<file path="config.mk">
export PLATFORM = sky130hd
export DESIGN_NAME = nav_sequencer
export DESIGN_NICKNAME = d
export VERILOG_FILES = /design/src/rtl/nav_pkg.sv /design/src/rtl/nav_tier_select.sv /design/src/rtl/nav_sequencer.sv
export SDC_FILE = /design/constraint.sdc
export NUM_CORES = 1
export LEC_CHECK = 0
export BUFFER_PORTS_ARGS = -buffer_cell sky130_fd_sc_hd__buf_2
export CORE_AREA = 3 3 60 117
export DETAILED_ROUTE_END_ITERATION = 8
export DIE_AREA = 0 0 63 120
export PLACE_DENSITY = 0.74
export SYNTH_ARGS = -nofsm -noshare
export SYNTH_HDL_FRONTEND = slang
export SYNTH_SLANG_ARGS = --single-unit
</file>
<file path="constraint.sdc">
create_clock -name clk -period 5.2 [get_ports clk]
set_clock_uncertainty 0.2 [all_clocks]
set_input_delay 0.26 -clock clk [delete_from_list [all_inputs] [get_ports clk]]
set_output_delay 0.26 -clock clk [all_outputs]
set_load 0.005 [all_outputs]
</file>
<file path="src/rtl/nav_pkg.sv">
// Shared types and one-hot encodings for the nav_sequencer datapath controls.
package nav_pkg;

  typedef enum logic [1:0] {
    INIT   = 2'd0,
    IDLE   = 2'd1,
    CRUISE = 2'd2,
    ARRIVE = 2'd3
  } nav_state_e;

  localparam logic [3:0] MODE_ZERO    = 4'b0001;
  localparam logic [3:0] MODE_ATTACK  = 4'b0010;
  localparam logic [3:0] MODE_DEFENSE = 4'b0100;
  localparam logic [3:0] MODE_STEALTH = 4'b1000;

  localparam logic [3:0] POS_RESET = 4'b0001;
  localparam logic [3:0] POS_ACCUM = 4'b0010;

  localparam logic [1:0] CMD_NONE    = 2'b00;
  localparam logic [1:0] CMD_STEALTH = 2'b01;
  localparam logic [1:0] CMD_DEFENSE = 2'b10;
  localparam logic [1:0] CMD_ATTACK  = 2'b11;

endpackage

</file>
<file path="src/rtl/nav_tier_select.sv">
// Picks the fastest velocity tier allowed by the latched mode that cannot
// overshoot the remaining distance.
module nav_tier_select
  import nav_pkg::*;
#(
  parameter int WIDTH         = 16,
  parameter int ATTACK_SPEED  = 16,
  parameter int DEFENSE_SPEED = 4,
  parameter int STEALTH_SPEED = 1
) (
  input  logic [WIDTH:0] i_dist,
  input  logic [1:0]     i_mode,
  output logic [3:0]     o_mode_sel
);

  localparam logic [WIDTH:0] W_ATTACK  = (WIDTH+1)'(ATTACK_SPEED);
  localparam logic [WIDTH:0] W_DEFENSE = (WIDTH+1)'(DEFENSE_SPEED);
  localparam logic [WIDTH:0] W_STEALTH = (WIDTH+1)'(STEALTH_SPEED);

  logic w_allow_attack;
  logic w_allow_defense;

  assign w_allow_attack  = (i_mode == CMD_ATTACK);
  assign w_allow_defense = (i_mode == CMD_ATTACK) || (i_mode == CMD_DEFENSE);

  // CMD_NONE falls through to the stealth tier.
  always_comb begin
    o_mode_sel = MODE_ZERO;
    if (i_dist == '0) begin
      o_mode_sel = MODE_ZERO;
    end else if (w_allow_attack && (i_dist >= W_ATTACK)) begin
      o_mode_sel = MODE_ATTACK;
    end else if (w_allow_defense && (i_dist >= W_DEFENSE)) begin
      o_mode_sel = MODE_DEFENSE;
    end else if (i_dist >= W_STEALTH) begin
      o_mode_sel = MODE_STEALTH;
    end
  end

endmodule

</file>
<file path="src/rtl/nav_sequencer.sv">
// Move sequencer driving an external position accumulator toward a target.
// Optional NAV_TIMEOUT_EN adds a CRUISE cycle limit with a sticky fault flag.
module nav_sequencer
  import nav_pkg::*;
#(
  parameter int WIDTH         = 16,
  parameter int ATTACK_SPEED  = 16,
  parameter int DEFENSE_SPEED = 4,
  parameter int STEALTH_SPEED = 1,
  parameter int TIMEOUT       = 4095
) (
  input  logic             clk,
  input  logic             rst_n,
  input  logic             cmd_valid,
  output logic             cmd_ready,
  input  logic [WIDTH-1:0] target_pos,
  input  logic [1:0]       cmd_mode,
  input  logic [WIDTH-1:0] cur_pos,
  input  logic             abort,
  output logic [3:0]       mode_sel,
  output logic [3:0]       pos_sel,
  output logic             dir,
  output logic             busy,
  output logic             arrived,
  output logic             fault
);

  nav_state_e       r_state;
  nav_state_e       w_next;
  logic [WIDTH-1:0] r_target;
  logic [1:0]       r_mode;
  logic [WIDTH:0]   w_dist;
  logic             w_below;
  logic [3:0]       w_tier;
  logic             w_accept;
  logic             w_timeout;

  assign w_accept = cmd_valid && (r_state == IDLE);
  assign w_below  = (r_target < cur_pos);
  assign w_dist   = w_below ? ({1'b0, cur_pos} - {1'b0, r_target})
                            : ({1'b0, r_target} - {1'b0, cur_pos});

  nav_tier_select #(
    .WIDTH         (WIDTH),
    .ATTACK_SPEED  (ATTACK_SPEED),
    .DEFENSE_SPEED (DEFENSE_SPEED),
    .STEALTH_SPEED (STEALTH_SPEED)
  ) u_tier (
    .i_dist     (w_dist),
    .i_mode     (r_mode),
    .o_mode_sel (w_tier)
  );

  always_ff @(posedge clk or negedge rst_n) begin
    if (!rst_n) begin
      r_state  <= INIT;
      r_target <= '0;
      r_mode   <= CMD_NONE;
    end else begin
      r_state <= w_next;
      if (w_accept) begin
        r_target <= target_pos;
        r_mode   <= cmd_mode;
      end
    end
  end

`ifdef NAV_TIMEOUT_EN
  localparam int CNT_W = $clog2(TIMEOUT + 1);

  logic [CNT_W-1:0] r_count;
  logic             r_fault;

  // Abort and arrival take precedence, so only a move still in flight times out.
  assign w_timeout = (r_state == CRUISE) && !abort && (w_dist != '0) &&
                     (r_count == CNT_W'(TIMEOUT - 1));
  assign fault     = r_fault;

  always_ff @(posedge clk or negedge rst_n) begin
    if (!rst_n) begin
      r_count <= '0;
      r_fault <= 1'b0;
    end else if (w_accept) begin
      r_count <= '0;
      r_fault <= 1'b0;
    end else if (r_state == CRUISE) begin
      r_count <= r_count + 1'b1;
      if (w_timeout) begin
        r_fault <= 1'b1;
      end
    end
  end
`else
  assign w_timeout = 1'b0;
  assign fault     = 1'b0;
`endif

  always_comb begin
    w_next    = r_state;
    cmd_ready = 1'b0;
    busy      = 1'b0;
    arrived   = 1'b0;
    dir       = 1'b0;
    mode_sel  = MODE_ZERO;
    pos_sel   = POS_ACCUM;
    case (r_state)
      INIT: begin
        pos_sel = POS_RESET;
        w_next  = IDLE;
      end
      IDLE: begin
        cmd_ready = 1'b1;
        if (cmd_valid) begin
          w_next = CRUISE;
        end
      end
      CRUISE: begin
        busy     = 1'b1;
        dir      = w_below;
        mode_sel = w_tier;
        if (abort) begin
          w_next = IDLE;
        end else if (w_dist == '0) begin
          w_next = ARRIVE;
        end else if (w_timeout) begin
          w_next = IDLE;
        end
      end
      ARRIVE: begin
        busy    = 1'b1;
        arrived = 1'b1;
        w_next  = IDLE;
      end
      default: begin
        w_next = INIT;
      end
    endcase
  end

endmodule

</file>
==> Implementation_results.wiki <==
{| class="wikitable"
! Metric !! Value
|-
| Detailed Routing Iterations Pass 1 || 4
|-
| Total Die Area || ~7600 um2
|-
| Final worst path period share || 91.14%
|-
| Detail Placement HPWL || 5965 um
|-
| Relative slew slack || between 40% and 50%
|-
| Cells along the critical path || ha_1 > a21oi_1 > o21ba_2 > nor2_1 > nor3_1 > mux2_1 > a311oi_1 > a211oi_1 > or4_4 > or4_1 > and3b_1 > buf_2
|-
| Final layout net count || around 440
|-
| Worst setup path startpoint || r_target[6]
|-
| Family with the most delay on the worst path || simple AND/OR/NAND/NOR gates
|-
| Routed vias/inst || between 5 and 6
|-
| Ranking of synthesized cells by area || sky130_fd_sc_hd__dfrtp_1 (19%), sky130_fd_sc_hd__ha_1 (15%), sky130_fd_sc_hd__mux2_2 (8.4%), sky130_fd_sc_hd__inv_1 (5.7%), sky130_fd_sc_hd__a21oi_1 (5.0%)
|-
| Wirelength, routed || about 7100 um
|-
| Most common cell after layout, fill and taps aside || sky130_fd_sc_hd__buf_2
|-
| Grt total ovfl || 0
|-
| Data required time of the critical path || roughly 4.7 ns
|-
| Total routing usage reported by global routing || 19.25%
|-
| Reg-to-reg setup timing slack || between 1 and 1.5 ns
|-
| Number of buffers inserted to repair setup after CTS || 0
|-
| RSZ-0062 raised after global routing || no
|-
| Seq/Total Area, Yosys || 18.69%
|-
| Antenna violations before repair || 0
|-
| TritonCTS clock tree || built
|-
| Buffers plus inverters on the worst setup path || 1
|-
| F_max || approximately 0.21 GHz
|-
| Maximum buffer depth of the clock tree || 2
|-
| Initial core utilization || roughly 42%
|-
| Post-synth EDFFs || 0
|-
| Peak ir drop on the vdd network || 366.9 uV
|-
| Worst setup path class || reg -> out
|-
| Critical Path End || mode_sel[2]
|-
| Vias post-DR || between 2,000 and 3,000
|-
| Worst R2R Start || r_target[6]
|-
| Leak pwr || ~1.5 nW
|-
| Inserted Diodes || 0
|-
| Max incr delay on CP || approximately 0.55 ns
|-
| Post-detailed-route count of antenna-violating nets || 0
|-
| Hold bufs inserted after CTS || 1
|-
| First-pass GRT wire length || between 10,000 and 15,000 um
|-
| Latest clock arrival within the worst-skew pair || between 0.2 and 0.3 ns
|-
| Critical Path End Type || output port
|-
| Number of global-route vias before repair || about 2,600
|-
| Total clock buffers created by CTS || 3
|-
| Final min period || around 4.7 ns
|-
| Total count of max-transition violations in the final report || 0
|-
| Run status || finished, final reports clean
|-
| Number of cells traversed by the worst register-to-register path || 11
|-
| Critical path's slowest cell || sky130_fd_sc_hd__or4_4
|-
| Residual DRC count || 0
|-
| Flip-flop and latch count after synthesis || 20
|-
| Number of standard cells after synthesis || 334
|-
| Core ar. || around 6300 um2
|-
| # rows || 41
|-
| Total Neg Setup Slack || 0 ns
|-
| Clock Pin Slew Worst Setup and Hold Paths || around 0.05 ns
|-
| P&R area growth vs syn || 13.55%
|-
| Power per standard cell area || approximately 540 nW/um2
|-
| Maximum fanout along the worst path || 11
|-
| Max H-tree Level || 1
|-
| Final-report setup violation count || 0
|-
| Die Y-Extent || 120 um
|-
| Number of buffers inserted by port buffering || between 40 and 50
|-
| # Max-Cap Violations || 0
|-
| Asr flop ratio synth || between 90% and 100%
|-
| Pin count of the biggest net entering global routing || 21
|-
| Worst path arrival time || around 4.3 ns
|-
| Synth warn || 0
|-
| Average footprint of a synthesized cell || about 8 um2
|-
| Worst R2R End || r_state[0]
|-
| CP Depth || 12
|-
| Number of clock sinks seen by CTS || 20
|-
| Total power || around 1.6 mW
|-
| Synth top area share || approximately a fifth
|-
| Post-synthesis instance area || 2678 um2
|-
| Final hold viol count || 0
|-
| Hold WC Path Type || in -> reg
|-
| Library cell occupying the most area in the post-synthesis netlist || sky130_fd_sc_hd__dfrtp_1
|-
| Width of the die || 63 um
|-
| Actual transition at the worst max-transition pin || between 0.7 and 0.8 ns
|-
| Number of gates given a new drive strength after cts || 0
|-
| I/O pin total || 51
|-
| CTS root buf || sky130_fd_sc_hd__clkbuf_16
|-
| Startpoint type of the worst setup path || flop
|-
| Most frequent cells in the layout || sky130_fd_sc_hd__buf_2 (47), sky130_fd_sc_hd__inv_1 (41), sky130_fd_sc_hd__ha_1 (32), sky130_fd_sc_hd__a21oi_1 (27), sky130_fd_sc_hd__nand2_1 (23)
|-
| Wirelength per Cell || approximately 16 um
|-
| Number of distinct library cells after synthesis || between 50 and 60
|-
| Flip-flop cell with the highest count after synthesis || sky130_fd_sc_hd__dfrtp_1
|-
| Gpl congestion || slightly above 0.9
|-
| Fraction of final layout cells sized beyond drive strength 1 || 21.62%
|-
| Starting DRC count in detailed routing || between 60 and 70
|-
| Number of fill cells in the layout || around 650
|}
-- stage by stage --
stage          setup slack (ns)  utilization (%)  cell area, um2  hold WS [ns]  cells
6_report                 0.4606            48.19            3040      0.009970    456
5_1_grt                  0.2520            48.19            3040       0.02035    456
4_1_cts                  0.5280            48.19            3040      0.009545    456
3_5_place_dp             0.8034            46.62            2942       0.02589    451
3_3_place_gp             0.8225            46.62            2942       0.02277    451
2_1_floorplan             1.231                -            2685       -0.2356    336
-- flip-flops by register name, summed over array words and instances, names as in the netlist --
register and flops:
r_state 2, r_target 16, r_mode 2
-- synthesized netlist by cell type, types with 3 or more instances --
cell type                   n
sky130_fd_sc_hd__a211oi_1   4
sky130_fd_sc_hd__a21o_1     8
sky130_fd_sc_hd__a21oi_1   27
sky130_fd_sc_hd__a31oi_1    7
sky130_fd_sc_hd__and2_1     4
sky130_fd_sc_hd__and3_1     3
sky130_fd_sc_hd__buf_2      9
sky130_fd_sc_hd__buf_4      3
sky130_fd_sc_hd__clkbuf_1   7
sky130_fd_sc_hd__dfrtp_1   20
sky130_fd_sc_hd__ha_1      32
sky130_fd_sc_hd__inv_1     41
sky130_fd_sc_hd__mux2_2    20
sky130_fd_sc_hd__mux2i_1    5
sky130_fd_sc_hd__nand2_1   23
sky130_fd_sc_hd__nand2b_1   5
sky130_fd_sc_hd__nand3_1    8
sky130_fd_sc_hd__nor2_1    17
sky130_fd_sc_hd__nor2b_1    6
sky130_fd_sc_hd__nor3_1     4
sky130_fd_sc_hd__o211ai_1  11
sky130_fd_sc_hd__o21ai_0   14
sky130_fd_sc_hd__o31ai_1    4
sky130_fd_sc_hd__xnor2_1    4
sky130_fd_sc_hd__xor2_1     6
-- cells by family (layout without fill, tap and decap cells) --
| group | count (synthesis) | in the layout | share of synthesized area, % |
|---|---|---|---|
| mux | 26 | 26 | 10.70 |
| fa+ha+maj | 34 | 34 | 16.45 |
| other cells | 1 | 3 | 0.1401 |
| simple gates | 88 | 88 | 17.38 |
| buf+inv | 60 | 94 | 9.252 |
| xor+xnor | 10 | 10 | 3.271 |
| compound gates | 95 | 95 | 24.11 |
| flops | 20 | 20 | 18.69 |
-- where the power goes --
part | internal (mW) | switching, mW
Combinational | 0.488 | 0.689
Sequential | 0.221 | 0.0617
Clock | 0.117 | 0.0539
Total | 0.827 | 0.805
-- how the worst min path moves through the flow --
stage | endpoint | from | cells past startpoint
after floorplan | r_mode[0] | rst_n | 0
after global placement | r_target[12] | rst_n | 1
after detailed placement | r_target[12] | rst_n | 1
after CTS | r_state[1] | abort | 2
after global routing | r_state[1] | abort | 2
final | r_state[1] | abort | 2
-- final cells by class --
cell class / instances / area (um2) / area share, %
tap: 86 / 107.6 / 3.539
clock buffer: 4 / 88.84 / 2.922
sequential: 20 / 500.5 / 16.46
multi-input combinational: 256 / 1937 / 63.70
timing repair buffer: 49 / 252.7 / 8.313
inverter: 41 / 153.9 / 5.062
-- per-layer routing --
| layer | wire [um] | up-vias | share of wire, % | track usage (%) |
|---|---|---|---|---|
| met5 | 0 | - | 0 | 0 |
| met4 | 376 | 0 | 5.3 | 12.17 |
| met3 | 226 | 31 | 3.2 | 1.592 |
| met2 | 3811 | 84 | 54 | 36.07 |
| met1 | 2657 | 1194 | 38 | 19.95 |
| li1 | - | 1252 | - | - |
No activity file was read; power rests on OpenSTA's default activity.
